## config.mk

```make
export PLATFORM = sky130hd
export DESIGN_NAME = instr_fetch
export DESIGN_NICKNAME = d
export VERILOG_FILES = /design/src/rtl/instr_fetch.sv
export SDC_FILE = /design/constraint.sdc
export NUM_CORES = 1
export LEC_CHECK = 0
export CAP_MARGIN = 20
export CORE_MARGIN = 5
export CORE_UTILIZATION = 45
export CTS_BUF_LIST = sky130_fd_sc_hd__clkbuf_4 sky130_fd_sc_hd__clkbuf_8
export DETAILED_ROUTE_END_ITERATION = 7
export HOLD_SLACK_MARGIN = 0.06
export PLACE_DENSITY = 0.7
export SLEW_MARGIN = 20
export SYNTH_ARGS = -nofsm -noshare
export SYNTH_HDL_FRONTEND = slang
export SYNTH_SLANG_ARGS = --single-unit
```

## constraint.sdc

```tcl
create_clock -name clk -period 3.6 [get_ports clk]
set_input_delay 0.72 -clock clk [delete_from_list [all_inputs] [get_ports clk]]
set_output_delay 0.72 -clock clk [all_outputs]
set_load 0.05 [all_outputs]
```

## src/rtl/instr_fetch.sv

```systemverilog
// Instruction fetch stage: sequential PC generation, credit-limited memory requests,
// an in-order response FIFO and redirect flushing. `define FETCH_PERF_EN adds pop/stall counters.
module instr_fetch #(
    parameter logic [31:0] RESET_PC        = 32'h0000_0000,
    parameter int          FIFO_DEPTH      = 2,
    parameter int          MAX_OUTSTANDING = 2
) (
    input  logic        clk,
    input  logic        reset,
    output logic        imem_req_valid,
    input  logic        imem_req_ready,
    output logic [31:0] imem_req_addr,
    input  logic        imem_resp_valid,
    input  logic [31:0] imem_resp_data,
    input  logic        redirect_valid,
    input  logic [31:0] redirect_pc,
    output logic        instr_valid,
    input  logic        instr_ready,
`ifdef FETCH_PERF_EN
    output logic [31:0] fetch_count,
    output logic [31:0] stall_count,
`endif
    output logic [31:0] instruction,
    output logic [31:0] instr_pc
);
    localparam int PTR_W = (FIFO_DEPTH > 1) ? $clog2(FIFO_DEPTH) : 1;
    localparam int CNT_W = $clog2(FIFO_DEPTH + MAX_OUTSTANDING + 1);
    localparam logic [CNT_W-1:0] DEPTH_C = CNT_W'(FIFO_DEPTH);
    localparam logic [CNT_W-1:0] MAX_C   = CNT_W'(MAX_OUTSTANDING);

    typedef struct packed {
        logic [31:0] data;
        logic [31:0] pc;
    } entry_t;

    logic [31:0]      fetch_pc_q, fetch_pc_d;
    logic [31:0]      resp_pc_q, resp_pc_d;
    logic [CNT_W-1:0] outst_q, outst_d;
    logic [CNT_W-1:0] drop_q, drop_d;
    logic [CNT_W-1:0] count_q, count_d;
    logic [PTR_W-1:0] rd_ptr_q, rd_ptr_d;
    logic [PTR_W-1:0] wr_ptr_q, wr_ptr_d;
    entry_t           fifo_q [FIFO_DEPTH];
    entry_t           fifo_d [FIFO_DEPTH];

    logic req_fire, push, pop;

    // Credit check counts in-flight requests against free FIFO slots, so a push never overflows.
    assign imem_req_valid = reset && !redirect_valid && (outst_q < MAX_C)
                            && ((outst_q + count_q) < DEPTH_C);
    assign imem_req_addr  = fetch_pc_q;
    assign instr_valid    = (count_q != '0);
    assign instruction    = fifo_q[rd_ptr_q].data;
    assign instr_pc       = fifo_q[rd_ptr_q].pc;

    assign req_fire = imem_req_valid && imem_req_ready;
    assign push     = imem_resp_valid && !redirect_valid && (drop_q == '0);
    assign pop      = instr_valid && instr_ready && !redirect_valid;

    always_comb begin
        // NOTE: every signal gets a default first so no path leaves it unassigned (no latches).
        fetch_pc_d = fetch_pc_q;
        resp_pc_d  = resp_pc_q;
        drop_d     = drop_q;
        rd_ptr_d   = rd_ptr_q;
        wr_ptr_d   = wr_ptr_q;
        fifo_d     = fifo_q;

        case ({req_fire, imem_resp_valid})
            2'b10:   outst_d = outst_q + CNT_W'(1);
            2'b01:   outst_d = outst_q - CNT_W'(1);
            default: outst_d = outst_q;
        endcase

        case ({push, pop})
            2'b10:   count_d = count_q + CNT_W'(1);
            2'b01:   count_d = count_q - CNT_W'(1);
            default: count_d = count_q;
        endcase

        if (req_fire) fetch_pc_d = fetch_pc_q + 32'd4;

        if (push) begin
            fifo_d[wr_ptr_q] = '{data: imem_resp_data, pc: resp_pc_q};
            wr_ptr_d         = wr_ptr_q + PTR_W'(1);
            resp_pc_d        = resp_pc_q + 32'd4;
        end else if (imem_resp_valid && drop_q != '0) begin
            drop_d = drop_q - CNT_W'(1);
        end

        if (pop) rd_ptr_d = rd_ptr_q + PTR_W'(1);

        // Everything still in flight becomes stale; a response in this very cycle is discarded too.
        if (redirect_valid) begin
            fetch_pc_d = redirect_pc & ~32'h3;
            resp_pc_d  = redirect_pc & ~32'h3;
            drop_d     = outst_q - CNT_W'(imem_resp_valid);
            count_d    = '0;
            rd_ptr_d   = '0;
            wr_ptr_d   = '0;
        end
    end

    always_ff @(posedge clk or negedge reset) begin
        if (!reset) begin
            fetch_pc_q <= RESET_PC;
            resp_pc_q  <= RESET_PC;
            outst_q    <= '0;
            drop_q     <= '0;
            count_q    <= '0;
            rd_ptr_q   <= '0;
            wr_ptr_q   <= '0;
            // NOTE: the buffer is tiny and the head is visible at the ports, so storage is reset too.
            for (int i = 0; i < FIFO_DEPTH; i++) fifo_q[i] <= '0;
        end else begin
            // NOTE: sequential state uses non-blocking assignments only.
            fetch_pc_q <= fetch_pc_d;
            resp_pc_q  <= resp_pc_d;
            outst_q    <= outst_d;
            drop_q     <= drop_d;
            count_q    <= count_d;
            rd_ptr_q   <= rd_ptr_d;
            wr_ptr_q   <= wr_ptr_d;
            fifo_q     <= fifo_d;
        end
    end

`ifdef FETCH_PERF_EN
    logic [31:0] fetch_count_q, fetch_count_d;
    logic [31:0] stall_count_q, stall_count_d;

    always_comb begin
        fetch_count_d = fetch_count_q + (pop ? 32'd1 : 32'd0);
        stall_count_d = stall_count_q + ((instr_valid && !instr_ready) ? 32'd1 : 32'd0);
    end

    always_ff @(posedge clk or negedge reset) begin
        if (!reset) begin
            fetch_count_q <= '0;
            stall_count_q <= '0;
        end else begin
            fetch_count_q <= fetch_count_d;
            stall_count_q <= stall_count_d;
        end
    end

    assign fetch_count = fetch_count_q;
    assign stall_count = stall_count_q;
`endif
endmodule

```

# After elaboration in Yosys (flattened, before gate mapping)
# Cells that the tools add are included.
[totals]
regBits = 203
out_inout_bits = 98
[classes]
add_sub_neg = 11
magnitude_cmp = 5
eq_ne = 5
muxes = 20
bitwise_logic = 2
reduce_logical = 21
[op_table]
columns = ["cell", "count"]
rows = [
  ["$mux W64", 4],
  ["$bwmux W128", 1],
  ["$mux W32", 4],
  ["$add A32 B3 Y32 const B", 2],
  ["$demux W64 S1", 1],
  ["$mux W3", 4],
  ["$pmux W3 S2", 2],
  ["$logic_and A1 B1 Y1", 10],
  ["$reduce_bool A2 Y1", 5],
  ["$reduce_bool A3 Y1", 3],
  ["$sub A3 B1 Y3 const B", 3],
  ["$add A3 B1 Y3 const B", 2],
  ["$lt A3 B2 Y1 const B", 2],
  ["$eq A2 B1 Y1 const B", 2],
  ["$eq A2 B2 Y1 const B", 2],
  ["$ge A2 B2 Y1 const B", 2],
  ["$mux W1", 4],
  ["$not A1 Y2", 2],
  ["$add A3 B3 Y3", 1],
  ["$logic_not A3 Y1", 1],
  ["$sub A3 B1 Y3", 1],
  ["$add A1 B1 Y1 const B", 2],
  ["$lt A2 B1 Y1 const B", 1],
  ["$ne A2 B2 Y1 const B", 1],
  ["2 further kinds", 2],
]

# Longest topological paths before layout
# Gate-level depths: netlist of the first run.
[logic_depth]
depth_word = 7
ltp_mapped = 12
depth_no_buf = 11

# Worst setup path before layout of the first run
# OpenSTA, ideal clock, no wires.
[synth_timing]
path_kind = "reg2reg"
from = "reg count_q[0]"
to = "reg fetch_pc_q[16], in the netlist imem_req_addr[16]"
setup_ns = 0.125
t_arrival_ns = 3.196
path_slack_ns = 0.279
stages_incl_launch_ff = 8
n_path_buf = 0
period_less_slack_ns = 3.321
path_cell_list = "dfrtp_1 > nand2_1 > fa_1 > or3b_4 > nor4b_2 > nand4_1 > xnor2_1 > mux2_2"
[synth_between]
elab_chain_len = 5
[synth_rtl]
columns = ["element", "line", "text"]
rows = [
  ["from (decl)", "40", "logic [CNT_W-1:0] count_q, count_d;"],
  ["from (signal assigned)", "121", "count_q <= count_d;"],
  ["$add A3 B3 Y3", "50", "&& ((outst_q + count_q) < DEPTH_C);"],
  ["$lt A3 B2 Y1", "50", ""],
  ["$logic_and A1 B1 Y1", "50", ""],
  ["net imem_req_valid", "10", "output logic imem_req_valid,"],
  ["$logic_and A1 B1 Y1", "56", "assign req_fire = imem_req_valid && imem_req_ready;"],
  ["$reduce_bool A2 Y1 (no line)", "--", ""],
  ["to (signal assigned)", "117", "fetch_pc_q <= fetch_pc_d;"],
  ["to (decl)", "36", "logic [31:0] fetch_pc_q, fetch_pc_d;"],
]
# The timed path passes the listed nets, and every way through them passes these cells.
# A chain may end at the register's enable or synchronous reset.

# Final worst setup path of the first run
[layout_timing]
from = "reg rd_ptr_q"
to = "out instr_pc[3]"
[layout_between]
elab_chain_len = 4
[layout_rtl]
columns = ["element", "line", "text"]
rows = [
  ["from (decl)", "41", "logic [PTR_W-1:0] rd_ptr_q, rd_ptr_d;"],
  ["from (signal assigned)", "122", "rd_ptr_q <= rd_ptr_d;"],
  ["$not A1 Y2 (implied by the code)", "54", "assign instr_pc = fifo_q[rd_ptr_q].pc;"],
  ["$mux W64 (implied by the code) (3 in a row)", "54", ""],
  ["to (decl)", "24", "output logic [31:0] instr_pc"],
]
# No other way between the ends. The select of a mux whose other input is x is not followed.

==> results.yml, run 1 <==
outcome:
  status: "finished clean"
route:
  met1_length_mm: 10.2
  drc_errors: 0
  maxUsedRoutingLayer: "met5"
  drt_iter0_markers: 332
  vias: 6556
  routedWlPerCell_um: 17.8
  first_pass_iters: 4
  via_per_inst: 5.31
  ant_nets: 0
  routed_wirelength_mm: 22.0
  wl_met3_mm: 1.15
  wl_met2_mm: 10.3
global_routing:
  grt_first_pass_wirelength_mm: 35.6
  antenna_found_initial: 1
  grt-ovfl-total: 0
  grt_max_degree: 68
  grt_pass1_vias: 6741
  track_usage: 0.186
pwr:
  switching_share: 0.406
  power_density_nw_per_um2: 751
  p_int_mw: 5.30
  ir_drop_mv: 0.395
  total_leakage_power_nw: 5.07
  p_switching_mw: 3.63
  pwr-share-seq: 0.371
  p_clk_frac: 0.162
  power_mw: 8.93
  combPwrFrac: 0.467
floorplanning:
  dieArea_sq_um: 24100
  die_x_um: 155
  rows: 53
  die_h_um: 155
  start_util: 0.454
  core_area_sq_um: 20900
  pin_count: 168
synthesis:
  async_reset_ff_frac: 1.00
  synth_flop_cell: "dfrtp_1"
  synth_cell_type_count: 50
  syn_inst: 782
  synth_edf_count: 0
  ys_ff_latch: 195
  synth_area_sq_um: 9490
  synth-seq-area-share: 0.514
  synth_warnings: 0
  syn_avg_cell_area_sq_um: 12.1
clock_network:
  cts_sinks: 195
  cts_made_buffers: 17
  cts_root_buffer: "clkbuf_8"
  ctsHoldBuffers: 0
  cts_setup_buffers: 0
  cts_max_path_buffers: 2
  cts_resized: 0
  htreeDepth: 4
  path_clk_slew_ps: 100
  cts_tree: "yes"
  insertion_delay_ps: 470
layout:
  drive_above_1_share: 0.275
  nets: 1026
  final_cell_area_sq_um: 11900
  final_cells: 1234
  fin_util: 0.569
  final_common_cell: "mux2_2"
  n_antenna_cell: 0
  most-common-layout-cells: "mux2_2, dfrtp_1, clkdlybuf4s50_1, nand2_1, nand3_1"
  area_growth_pct: 25.2
critical_path:
  max_stage_delay_ps: 740
  crit_chain: "buf_12 > mux2_2 > clkdlybuf4s50_1"
  worstSetupStartpointType: "flop"
  critical-path-top-delay-family: "buffers and inverters"
  reg2regPathDepth: 11
  worst-path-max-fanout: 54
  crit_required_ps: 2880
  cp.depth: 3
  setup.worst_path.end_class: "output port"
  cp_num_buf_inv: 2
  crit_slowest_cell: "clkdlybuf4s50_1"
  crit_arrival_ps: 2500
  critical_path_class: "flop to output port"
sta:
  slew_viol_final: 0
  layout_min_cycle_time_ps: 3220
  final.setup.worst_slack_ps: 381
  skew_ps: 12.2
  relSlewSlack: 0.294
  finalHoldViolations: 0
  tightest_slew_ps: 1050
  setup_viol: 0
  max_freq_ghz: 0.311
  hold-worst-slack_ps: 132
  fin_crit_sh: 0.894
  fin_setup_tns_ps: 0
  rsz0062_at_grt: "no"
placement:
  gp_congestion: 0.846
  io_buffers: 161
  dpl_worst_slack_ps: 625
  dp_hpwl_mm: 15.6
  dp.cells: 1202
  post_dp_cell_area_sq_um: 11500
min_path:
  hold_class: "input pin to asynchronous set/reset pin"
flow_run:
  drv_cap: 0
-- logic make-up (layout without fill, tap and decap cells) --
family / count (synthesis) / count (layout) / share of synthesized area
buffers and inverters: 54 / 228 / 0.0241
AND/OR/NAND/NOR: 198 / 198 / 0.112
other: 1 / 4 / 0.000395
flip-flops: 195 / 195 / 0.514
adder cells (fa/ha/maj): 10 / 10 / 0.0156
XOR/XNOR: 52 / 52 / 0.0480
AO/OA/AOI/OAI: 67 / 67 / 0.0442
multiplexers: 205 / 205 / 0.242
-- power groups by stage --
stage | sequential (mW) | combinational [mW] | clock, mW
2_1_floorplan | 3.35 | 2.88 | 0
3_3_place_gp | 3.33 | 4.17 | 0
3_5_place_dp | 3.36 | 4.21 | 0
4_1_cts | 3.31 | 4.23 | 1.49
5_1_grt | 3.41 | 4.42 | 1.58
6_report | 3.31 | 4.17 | 1.44
-- path summary, 6_finish.rpt --
| kind | start | to | slack [ps] |
|---|---|---|---|
| worst max-delay path | rd_ptr_q | instr_pc[3] | 380 |
| worst min-delay path | reset | resp_pc_q[19] | 130 |
| worst max register to register | count_q[0] | outst_q[2] | 620 |
| worst min register to register | fifo_q[28] | fifo_q[28] | 500 |
| max in group asynchronous | reset | fifo_q[109] | 2340 |
| min in group clk | fifo_q[28] | fifo_q[28] | 500 |
-- area by class of cell --
class / instances / area, sq um
Sequential cell: 195 / 4880
Multi-Input combinational cell: 536 / 4400
Fill cell: 1835 / 9010
Inverter: 15 / 56.3
Clock inverter: 13 / 145
Clock buffer: 19 / 255
Timing Repair Buffer: 181 / 1800
Tap cell: 275 / 344
-- synthesized netlist by cell type (2+ instances only) --
cell,instances,share of area
mux2_2,198,0.23
o21a_1,3,0.0024
nor3_2,2,0.0021
and2_1,5,0.0033
o31ai_1,2,0.0016
nor2_1,31,0.012
buf_2,9,0.0047
xor2_1,25,0.023
buf_1,7,0.0028
nor3_1,9,0.0047
nand2b_1,8,0.0053
nand3b_1,4,0.0032
xnor2_1,27,0.025
nand3_1,40,0.021
mux2i_1,7,0.0074
nand2_1,45,0.018
and4_1,5,0.0046
o311ai_0,4,0.0037
fa_1,3,0.0063
ha_1,7,0.0092
clkbuf_1,19,0.0075
and3_1,9,0.0059
a31oi_1,5,0.0033
buf_4,4,0.0032
a21oi_1,7,0.0037
o211ai_1,3,0.0024
nand4_1,22,0.014
o31a_1,2,0.0018
a21boi_0,9,0.0071
o21ai_0,28,0.015
dfrtp_1,195,0.51
inv_1,14,0.0055
nor4_1,7,0.0046
-- per-layer routing --
layer,vias up,track usage
met1,3262,0.260
met4,2,0.0479
met3,24,0.0448
met2,147,0.293
met5,-,0
li1,3121,-
-- state kept, by name, indices dropped and copies added (netlist names) --
name and cells:
rd_ptr_q 1, resp_pc_q 30, count_q 3, outst_q 3, imem_req_addr 30, wr_ptr_q 1, fifo_q 124, drop_q 3
Note: power is estimated with default switching activity, not from simulation.
==> inputs of run 2 (changes only) <==
--- a/config.mk
+++ b/config.mk
@@ -5,13 +5,11 @@
 export SDC_FILE = /design/constraint.sdc
 export NUM_CORES = 1
 export LEC_CHECK = 0
-export CAP_MARGIN = 20
 export CORE_MARGIN = 5
-export CORE_UTILIZATION = 45
+export CORE_UTILIZATION = 40
 export CTS_BUF_LIST = sky130_fd_sc_hd__clkbuf_4 sky130_fd_sc_hd__clkbuf_8
 export DETAILED_ROUTE_END_ITERATION = 7
 export HOLD_SLACK_MARGIN = 0.06
-export PLACE_DENSITY = 0.7
 export SLEW_MARGIN = 20
 export SYNTH_ARGS = -nofsm -noshare
 export SYNTH_HDL_FRONTEND = slang
==> results.yml, run 2 (synthesis results as in run 1) <==
floorplanning:
  die_h_um: 164
  pin_count: 168
  die_x_um: 164
  rows: 56
  dieArea_sq_um: 26900
  core_area_sq_um: 23400
  start_util: 0.406
sta:
  slew_viol_final: 0
  relSlewSlack: 0.389
  skew_ps: 18.4
  fin_crit_sh: 0.900
  setup_viol: 0
  finalHoldViolations: 0
  fin_setup_tns_ps: 0
  layout_min_cycle_time_ps: 3240
  rsz0062_at_grt: "no"
  max_freq_ghz: 0.309
  tightest_slew_ps: 908
pwr:
  p_switching_mw: 3.64
  power_density_nw_per_um2: 748
  switching_share: 0.406
  total_leakage_power_nw: 5.09
  ir_drop_mv: 0.342
  power_mw: 8.96
  p_clk_frac: 0.162
  pwr-share-seq: 0.371
  p_int_mw: 5.32
  combPwrFrac: 0.467
clock_network:
  cts_setup_buffers: 0
  path_clk_slew_ps: 110
  cts_root_buffer: "clkbuf_8"
  ctsHoldBuffers: 0
  insertion_delay_ps: 460
  cts_max_path_buffers: 2
  htreeDepth: 4
  cts_sinks: 195
  cts_resized: 0
  cts_made_buffers: 17
  cts_tree: "yes"
critical_path:
  critical_path_class: "flop to output port"
  worst-path-max-fanout: 7
  cp_num_buf_inv: 2
  crit_slowest_cell: "dfrtp_1"
  worstSetupStartpointType: "flop"
  reg2reg_from: "count_q[0]"
  reg2regPathDepth: 11
  r2r_slack_ps: 560
  worstSetupStartpoint: "count_q[0]"
  crit_arrival_ps: 2520
  cp-endpoint: "imem_req_valid"
  setup.worst_path.end_class: "output port"
  max_stage_delay_ps: 480
  crit_required_ps: 2880
  critical-path-top-delay-family: "simple AND/OR/NAND/NOR gates"
  cp.depth: 6
  crit_chain: "nand2_1 > fa_1 > or3b_4 > nor4b_2 > buf_4 > buf_12"
  r2r-end: "outst_q[2]"
layout:
  area_growth_pct: 26.2
  most-common-layout-cells: "mux2_2, dfrtp_1, clkdlybuf4s50_1, nand2_1, nand3_1"
  nets: 1026
  n_fill_cell: 2129
  final_common_cell: "mux2_2"
  multi_input_area_sq_um: 4400
  drive_above_1_share: 0.275
  top_register: "fifo_q"
  largest_reg_flops: 124
  seq_area_sq_um: 4880
  n_antenna_cell: 0
  final_cell_area_sq_um: 12000
route:
  drc_errors: 0
  ant_nets: 0
  routed_wirelength_mm: 23.0
  first_pass_iters: 4
  routedWlPerCell_um: 18.0
  via_per_inst: 5.17
  drt_iter0_markers: 417
  vias: 6602
global_routing:
  grt-ovfl-total: 0
  grt_max_degree: 68
  grt_first_pass_wirelength_mm: 37.0
  grt_pass1_vias: 6772
  track_usage: 0.174
  antenna_found_initial: 0
min_path:
  hold_class: "input pin to asynchronous set/reset pin"
placement:
  gp_congestion: 0.842
  dp_hpwl_mm: 16.3
  io_buffers: 161
  post_dp_cell_area_sq_um: 11600
outcome:
  status: "finished clean"
flow_run:
  drv_cap: 0
-- run 2: cell count changes in the layout (fill, tap and decap cells not counted), sizes merged --
cell	previous run	this run
inv	19	16
clkbuf	20	22
clkinvlp	3	5
clkinv	4	3
-- run 2: layer usage --
metal  GRT usage  vias to the layer above  share of wire
met5           0                        -              0
met4      0.0358                        0         0.0066
met3      0.0439                       11          0.065
met2       0.260                      183           0.44
met1       0.258                     3282           0.49
li1            -                     3126              -
-- run 2: per-stage QoR --
stage          setup WS, ps  std cells  hold WS (ps)  utilization
2_1_floorplan           279        785           424            -
3_3_place_gp            487       1246           457        0.495
3_5_place_dp            479       1246           477        0.495
4_1_cts                 301       1278          79.9        0.512
5_1_grt                 192       1278          88.2        0.512
6_report                359       1278           119        0.512
-- run 2: worst min path at each step --
stage,slack (ps),startpoint,end
floorplan,420,reset,count_q[0]
global placement,460,fifo_q[28],fifo_q[28]
detailed placement,480,fifo_q[30],fifo_q[30]
CTS,80,reset,imem_req_addr[15]
global route,90,reset,imem_req_addr[13]
finish,120,reset,wr_ptr_q
-- run 2: cell type report --
class,count,share of cell area
sequential,195,0.407
multi-input combinational,536,0.368
timing repair buffer,181,0.153
tap,319,0.0333
clock buffer,21,0.0231
clock inverter,11,0.0108
inverter,15,0.00470
-- run 2: power groups by stage --
stage | Sequential [mW] | Combinational [mW] | Clock, mW
final | 3.32 | 4.18 | 1.45
after global routing | 3.42 | 4.43 | 1.59
after CTS | 3.33 | 4.24 | 1.52
after detailed placement | 3.37 | 4.22 | 0
after global placement | 3.35 | 4.19 | 0
after floorplan | 3.35 | 2.88 | 0
